## src/rtl/video_timing_ctrl.sv

```systemverilog
// ---------------------------------------------------------------------------------------------
// video_timing_ctrl
//
// Raster timing generator for the DVI output stage. It produces hsync/vsync/vde, pixel
// coordinates and a frame-start pulse in the pixel clock domain, and it schedules line
// prefetches through a per-line request/acknowledge handshake with the line-buffer filler.
// A sticky underrun flag records a fetch that was not acknowledged before its line began.
//
// Ports:
//   pixclk       in   pixel clock, the only clock
//   rst          in   synchronous reset, active-high
//   enable       in   1 = timing advances, 0 = everything freezes
//   hsync        out  horizontal sync, asserted level HS_POL
//   vsync        out  vertical sync, asserted level VS_POL
//   vde          out  video data enable (active area)
//   x            out  current pixel column (valid when vde=1)
//   y            out  current line
//   frame_start  out  one-cycle pulse coincident with pixel (0,0)
//   line_req     out  fetch request for line line_num
//   line_num     out  line to fetch, stable while line_req=1
//   line_ack     in   fetcher accepts the request
//   underrun     out  sticky: a fetch was not acked before its line began
//   underrun_clr in   clears underrun (a simultaneous set wins)
// ---------------------------------------------------------------------------------------------
module video_timing_ctrl #(
    parameter int unsigned H_ACTIVE   = 640,
    parameter int unsigned H_FP       = 16,
    parameter int unsigned H_SYNC     = 96,
    parameter int unsigned H_BP       = 48,
    parameter int unsigned V_ACTIVE   = 480,
    parameter int unsigned V_FP       = 10,
    parameter int unsigned V_SYNC     = 2,
    parameter int unsigned V_BP       = 33,
    parameter bit          HS_POL     = 1'b0,
    parameter bit          VS_POL     = 1'b0,
    parameter int unsigned FETCH_LEAD = 32
) (
    input  logic        pixclk,
    input  logic        rst,
    input  logic        enable,
    output logic        hsync,
    output logic        vsync,
    output logic        vde,
    output logic [10:0] x,
    output logic [9:0]  y,
    output logic        frame_start,
    output logic        line_req,
    output logic [9:0]  line_num,
    input  logic        line_ack,
    output logic        underrun,
    input  logic        underrun_clr
);

    localparam int unsigned H_TOTAL = H_ACTIVE + H_FP + H_SYNC + H_BP;
    localparam int unsigned V_TOTAL = V_ACTIVE + V_FP + V_SYNC + V_BP;

    localparam logic [10:0] H_LAST   = 11'(H_TOTAL - 1);
    localparam logic [10:0] H_ACT    = 11'(H_ACTIVE);
    localparam logic [10:0] HS_START = 11'(H_ACTIVE + H_FP);
    localparam logic [10:0] HS_END   = 11'(H_ACTIVE + H_FP + H_SYNC);
    localparam logic [10:0] FETCH_H  = 11'(H_TOTAL - FETCH_LEAD);
    localparam logic [9:0]  V_LAST   = 10'(V_TOTAL - 1);
    localparam logic [9:0]  V_ACT    = 10'(V_ACTIVE);
    localparam logic [9:0]  VS_START = 10'(V_ACTIVE + V_FP);
    localparam logic [9:0]  VS_END   = 10'(V_ACTIVE + V_FP + V_SYNC);

    typedef enum logic {StIdle, StReq} fetch_state_e;

    logic [10:0]  h_cnt_q;
    logic [9:0]   v_cnt_q;
    logic         h_wrap;
    logic [9:0]   next_line;

    logic         vde_d;
    logic         hsync_d;
    logic         vsync_d;
    logic         frame_start_d;

    fetch_state_e state_q, state_d;
    logic         line_req_d;
    logic [9:0]   line_num_d;
    logic         underrun_set;
    logic         underrun_d;

    // ----------------------------------------------------------------------------------------
    // Raster counters
    // ----------------------------------------------------------------------------------------
    always_comb begin
        h_wrap    = (h_cnt_q == H_LAST);
        // Line that follows the current one, wrapping at the end of the frame.
        next_line = (v_cnt_q == V_LAST) ? 10'd0 : v_cnt_q + 10'd1;
    end

    always_ff @(posedge pixclk) begin
        if (rst) begin
            h_cnt_q <= 11'd0;
            v_cnt_q <= 10'd0;
        end else if (enable) begin
            if (h_wrap) begin
                h_cnt_q <= 11'd0;
                v_cnt_q <= next_line;
            end else begin
                h_cnt_q <= h_cnt_q + 11'd1;
            end
        end
    end

    // ----------------------------------------------------------------------------------------
    // Output decode (registered, one cycle behind the counters)
    // ----------------------------------------------------------------------------------------
    always_comb begin
        vde_d         = (h_cnt_q < H_ACT) && (v_cnt_q < V_ACT);
        hsync_d       = ((h_cnt_q >= HS_START) && (h_cnt_q < HS_END)) ? HS_POL : ~HS_POL;
        // vsync depends only on the line, so it switches at h=0.
        vsync_d       = ((v_cnt_q >= VS_START) && (v_cnt_q < VS_END)) ? VS_POL : ~VS_POL;
        frame_start_d = (h_cnt_q == 11'd0) && (v_cnt_q == 10'd0);
    end

    always_ff @(posedge pixclk) begin
        if (rst) begin
            vde         <= 1'b0;
            x           <= 11'd0;
            y           <= 10'd0;
            hsync       <= ~HS_POL;
            vsync       <= ~VS_POL;
            frame_start <= 1'b0;
        end else if (enable) begin
            vde         <= vde_d;
            x           <= h_cnt_q;
            y           <= v_cnt_q;
            hsync       <= hsync_d;
            vsync       <= vsync_d;
            frame_start <= frame_start_d;
        end
    end

    // ----------------------------------------------------------------------------------------
    // Line fetch FSM
    // ----------------------------------------------------------------------------------------
    always_comb begin
        state_d      = state_q;
        line_req_d   = line_req;
        line_num_d   = line_num;
        underrun_set = 1'b0;
        if (enable) begin
            unique case (state_q)
                StIdle: begin
                    // Only visible lines are fetched; line 0 is requested from the last line.
                    if ((h_cnt_q == FETCH_H) && (next_line < V_ACT)) begin
                        state_d    = StReq;
                        line_req_d = 1'b1;
                        line_num_d = next_line;
                    end
                end
                StReq: begin
                    if (line_ack) begin
                        // An ack on the wrap cycle itself is still on time.
                        state_d    = StIdle;
                        line_req_d = 1'b0;
                    end else if (h_wrap && (next_line == line_num)) begin
                        // The requested line is starting unfetched: abandon the request.
                        state_d      = StIdle;
                        line_req_d   = 1'b0;
                        underrun_set = 1'b1;
                    end
                end
                default: begin
                    state_d    = StIdle;
                    line_req_d = 1'b0;
                end
            endcase
        end
    end

    always_comb begin
        underrun_d = underrun;
        if (enable) begin
            if (underrun_set) begin
                underrun_d = 1'b1;
            end else if (underrun_clr) begin
                underrun_d = 1'b0;
            end
        end
    end

    always_ff @(posedge pixclk) begin
        if (rst) begin
            state_q  <= StIdle;
            line_req <= 1'b0;
            line_num <= 10'd0;
            underrun <= 1'b0;
        end else begin
            state_q  <= state_d;
            line_req <= line_req_d;
            line_num <= line_num_d;
            underrun <= underrun_d;
        end
    end

endmodule

```

## config.mk

```make
export PLATFORM = sky130hd
export DESIGN_NAME = video_timing_ctrl
export DESIGN_NICKNAME = d
export VERILOG_FILES = /design/src/rtl/video_timing_ctrl.sv
export SDC_FILE = /design/constraint.sdc
export NUM_CORES = 1
export LEC_CHECK = 0
export ABC_AREA = 0
export CAP_MARGIN = 30
export CORE_MARGIN = 1.5
export CORE_UTILIZATION = 59
export CTS_CLUSTER_SIZE = 40
export DETAILED_ROUTE_END_ITERATION = 8
export PLACE_DENSITY = 0.85
export SETUP_SLACK_MARGIN = 0.02
export SLEW_MARGIN = 10
export SYNTH_ARGS = -nofsm -noshare
export SYNTH_HDL_FRONTEND = slang
export SYNTH_SLANG_ARGS = --single-unit
```

## constraint.sdc

```tcl
create_clock -name pixclk -period 3.52 [get_ports pixclk]
set_clock_uncertainty 0.2 [all_clocks]
set_input_delay 0.704 -clock pixclk [delete_from_list [all_inputs] [get_ports pixclk]]
set_output_delay 0.704 -clock pixclk [all_outputs]
set_load 0.01 [all_outputs]
```

Word-level counts from Yosys, hierarchy flattened --
Index checks and enable logic that the tools add are counted.
Word-level totals: bits in registers 59, input bits 5, output and inout port bits 37, word-level logic and storage cells 59
Cells by class: add/subtract/negate cells 2, $lt $le $gt $ge 7, eq/ne operators 6, multiplexer cells 18, bitwise gates (word level) 1, reductions and logical operators 13
Operators by type and width (count):
- less-than comparator 10 x 9 -> 1 bit (second input constant) | 3
- == test 11 x 10 -> 1 bit (second input constant) | 2
- less-than comparator 11 x 10 -> 1 bit (second input constant) | 2
- 2-to-1 mux 1 bit | 14
- adder 11 x 1 -> 11 bit (second input constant) | 1
- >= comparator 11 x 10 -> 1 bit (second input constant) | 1
- logical NOT 11 bit | 1
- 2-to-1 mux 11 bit | 1
- adder 10 x 1 -> 10 bit (second input constant) | 1
- == test 10 bit | 1
- == test 10 bit (second input constant) | 1
- >= comparator 10 x 9 -> 1 bit (second input constant) | 1
- logical NOT 10 bit | 1
- 2-to-1 mux 10 bit | 1
- logical AND 1 bit | 6
- AND reduction 3 bit | 2
- case mux 1 bit (2 select lines) | 2
- AND reduction 2 bit | 2
- inequality test 3 x 2 -> 1 bit (second input constant) | 1
- inequality test 2 bit (second input constant) | 1
- nonzero test 2 bit | 1
- NOT 1 bit | 1

Longest topological paths before layout --
depth after elaboration 10, gate-level depth with buffers 10, mapped depth without buffers 8

Worst setup path before layout --
OpenSTA, ideal clock, no wires.
kind reg2reg, start register v_cnt_q[0], end register state_q, setup time 0.134 ns, data arrival time 2.048 ns, required time 3.186 ns, slack 1.138 ns, cell stages (with the launch flop) 10, clock period less this slack 2.382 ns, path through dfxtp_1 > clkbuf_1 > inv_1 > ha_1 > nor2b_1 > or4_1 > a311oi_1 > nand4_1 > nor4_2 > o22ai_1
Between the ends: cells in the longest elaborated chain, start to end 7, elaborated cells on any way between the ends 11, classes of those cells add/sub: 1; order compare: 1; eq/ne: 2; mux: 5; reduce/logical: 2
RTL lines:
- from (decl) | RTL line 70 | logic [9:0] v_cnt_q;
- from (signal assigned) | RTL line 101 | v_cnt_q <= next_line;
- adder 10 x 1 -> 10 bit or == test 10 bit (tied branches) | RTL line 91 | next_line = (v_cnt_q == V_LAST) ? 10'd0 : v_cnt_q + 10'd1;
- 2-to-1 mux 10 bit (*) | RTL line 91
- parallel branches: the longest is 4 deep, another holds less-than comparator 10 x 9 -> 1 bit
- case mux 1 bit (2 select lines) (*) | RTL line 146 | unique case (state_q)
- to (signal assigned) | RTL line 188 | state_q <= StIdle;
- to (signal assigned) | RTL line 193 | state_q <= state_d;
- to (decl) | RTL line 79 | fetch_state_e state_q, state_d;
Every way passes the cells marked *. A chain may end at the register's enable or synchronous reset.

Worst setup path after layout --
start register v_cnt_q[5], end register state_q
The elaborated chain is that of the path after synthesis.

==> flow_summary.yaml <==
setup_path:
  cp-endpoint: "state_q"
  r2r_cells: 6
  r2r_slack_ns: 0.58
  cp-startpoint: "v_cnt_q[5]"
  r2r_end: "state_q"
  arrival_ns: 2.93
  crit_type: "reg2reg"
  worst_setup_path_start_kind: "flop"
  r2r-start: "v_cnt_q[5]"
  crit_path_end_kind: "flop"
  cp_max_fo: 14
  worstPathRequired_ns: 3.51
clocking:
  cts_sinks: 59
  clock-root-buffer: "clkbuf_8"
  postCtsHoldBufs: 0
  clk_pin_slew_ns: 0.07
  cts_buffers: 9
  clk_path_buf_depth: 2
  cts_tree: "yes"
  ctsResizeCount: 0
  post_cts_buffers: 0
  htree_num_levels: 3
  clkLatencyLatePin_ns: 0.33
grt:
  antenna_found_initial: 0
  grt.total_usage_pct: 26.99
  grt_pass1_vias: 2443
  grt_pass1_wl_mm: 11.39
  grt_overflow: 0
  grt_max_degree: 23
drt:
  vias: 2645
  wire_per_inst_um: 15.08
  route.detailed.drc: 0
  dr.first_iter.drc_count: 161
  via_per_inst: 5.839
  firstDrtPassIters: 4
  drt-total-wl_mm: 6.829
  ant_nets: 0
timing:
  tightest_slew_ns: 0.6980
  drv_slew: 0
  fin_crit_ns: 2.937
  holdWs_ns: 0.2706
  finalSetupTns_ns: 0
  clock.fmax_ghz: 0.3405
  finalCritPeriodShare_pct: 83.44
  hold_viol: 0
  rsz0062_at_grt: "false"
  setup_viol: 0
  slew_headroom_pct: 53.12
cells_and_area:
  n_antenna_cell: 0
  instances_no_fill: 453
  nNetsFinal: 390
  design_area_um2: 3581
  final_util_pct: 74.34
  areaGrowthSynthToFinish_pct: 18.71
  drive_gt1_share_pct: 8.031
logic_synthesis:
  syn_nets: 363
  yosys.cell_types.count: 54
  synth_area_per_cell_um2: 8.522
  mappedNetlistArea_um2: 3017
  yosys_most_used_dff: "dfxtp_1"
  seq_area_frac_synth_pct: 39.15
  synthCells: 354
  synthArstFlopShare_pct: 0
  synth-edff-count: 0
  ys_ff_latch: 59
  ys_warn_count: 0
floorplanning:
  dieHeight_um: 74.51
  num_rows: 25
  pin_count: 42
  start_util_pct: 62.62
  dieWidth_um: 74.51
  die_area_um2: 5551
  fp.coreArea_um2: 4817
place:
  port_buffers: 41
  gp_congestion: 1.007
  hpwl_mm: 4.840
  dpl_cell_area_um2: 3410
  post-place-cells: 437
job:
  cap_violations: 0
run_status:
  status: "finished clean"
power:
  cellLeakagePower_uw: 0.001271
  vdd.ir_drop.worst_v: 0.0003471
  p_per_area_nw_per_um2: 353.5
min_path:
  min_path_type: "reg2reg"
-- critical path, stage by stage (launching register included) --
cell and delay, ns:
dfxtp_1 0.44, or4_4 0.62, nor4_4 0.62, mux2i_1 0.18, o311a_1 0.15, nor4_2 0.42
o22ai_1 0.15
-- through the flow --
step / power [uW] / setup WS, ns
2_1_floorplan: 732.3 / 1.138
3_3_place_gp: 749.4 / 0.7688
3_5_place_dp: 751.4 / 0.6053
4_1_cts: 1272 / 0.6040
5_1_grt: 1303 / 0.3879
6_report: 1266 / 0.5828
-- Yosys cell counts, types with 3 or more instances --
cell      count  area, um2
mux2i_1      28      280.3
ha_1          4      50.05
clkbuf_1     20      75.07
a211oi_1      6      45.04
o21ai_0       5      25.02
nand4_1       9      56.30
buf_2         5      25.02
nor2_1       67      251.5
inv_1         7      26.28
or3_1         4      25.02
nand2b_1      7      43.79
xnor2_1      15      131.4
nand2_1      21      78.83
a21oi_1      12      60.06
nand3b_1      3      22.52
nand3_1      10      50.05
nor3_1        4      20.02
nor2b_1       3      18.77
xor2_1       11      96.34
o22ai_1       4      25.02
dfxtp_1      59       1181
and3_1        4      25.02
a31oi_1       4      25.02
nor4_1        4      25.02
-- logic make-up (layout without fill, tap and decap cells) --
logic type	Yosys count	after routing	synth area share, %
adders and majority gates	4	4	1.659
buffers and inverters	37	69	5.309
and+or+nand+nor	154	154	26.46
AOI/OAI and AO/OA	46	46	10.58
xor gates and xnor gates	26	26	7.549
muxes	28	28	9.291
DFF	59	59	39.15
-- worst min-delay path by stage --
| stage | slack (ns) | start | to | cells after the start |
|---|---|---|---|---|
| CTS | 0.27 | frame_start | frame_start | 2 |
| global placement | 0.26 | frame_start | frame_start | 2 |
| finish | 0.27 | frame_start | frame_start | 2 |
| floorplan | 0.29 | state_q | state_q | 2 |
| detailed placement | 0.26 | frame_start | frame_start | 2 |
| global route | 0.29 | x[7] | x[7] | 2 |
-- report_power, final --
part / total [uW] / leakage, uW / switching, uW / internal, uW
Clock: 530 / 0.0000863 / 256 / 273
Combinational: 57.0 / 0.000709 / 31.7 / 25.4
Sequential: 679 / 0.000476 / 5.78 / 673
-- state kept, by name, summed over array words and instances, names as in the netlist --
register	count
y	10
frame_start	1
underrun	1
line_req	1
state_q	1
vsync	1
x	11
vde	1
line_num	10
v_cnt_q	10
h_cnt_q	11
hsync	1
-- area by class of cell --
| class | instances | area [um2] |
|---|---|---|
| Fill cell | 380 | 1236 |
| Timing Repair Buffer | 46 | 442.9 |
| Clock inverter | 4 | 26.28 |
| Sequential cell | 59 | 1181 |
| Tap cell | 67 | 83.83 |
| Clock buffer | 12 | 145.1 |
| Multi-Input combinational cell | 258 | 1675 |
| Inverter | 7 | 26.28 |
-- cell usage in the layout, fill, tap and decap left out, drive strengths merged, types with 2 or more instances in the layout --
cell,instances
dfxtp,59
nand4b,2
nor3,4
nor4,7
xnor2,15
a31oi,4
buf,6
xor2,11
ha,4
inv,7
o21ai,5
and3,4
or4,3
nand4,9
nand2b,7
nand3,10
clkinv,3
and4b,2
or2,2
or3,5
clkdlybuf4s50,40
nand3b,3
a21oi,12
nor2b,3
o22ai,4
nand2,21
a211oi,6
clkbuf,12
nor2,67
mux2i,28
a311oi,2
-- metal layers --
| metal | vias to the layer above | share of wire, % | track usage, % |
|---|---|---|---|
| met5 | - | 0 | 0 |
| met4 | 0 | 2.0 | 10.71 |
| met3 | 18 | 6.5 | 6.640 |
| met2 | 88 | 45 | 41.67 |
| met1 | 1249 | 46 | 36.42 |
| li1 | 1290 | - | - |
Power figures use the tool's default switching activity.
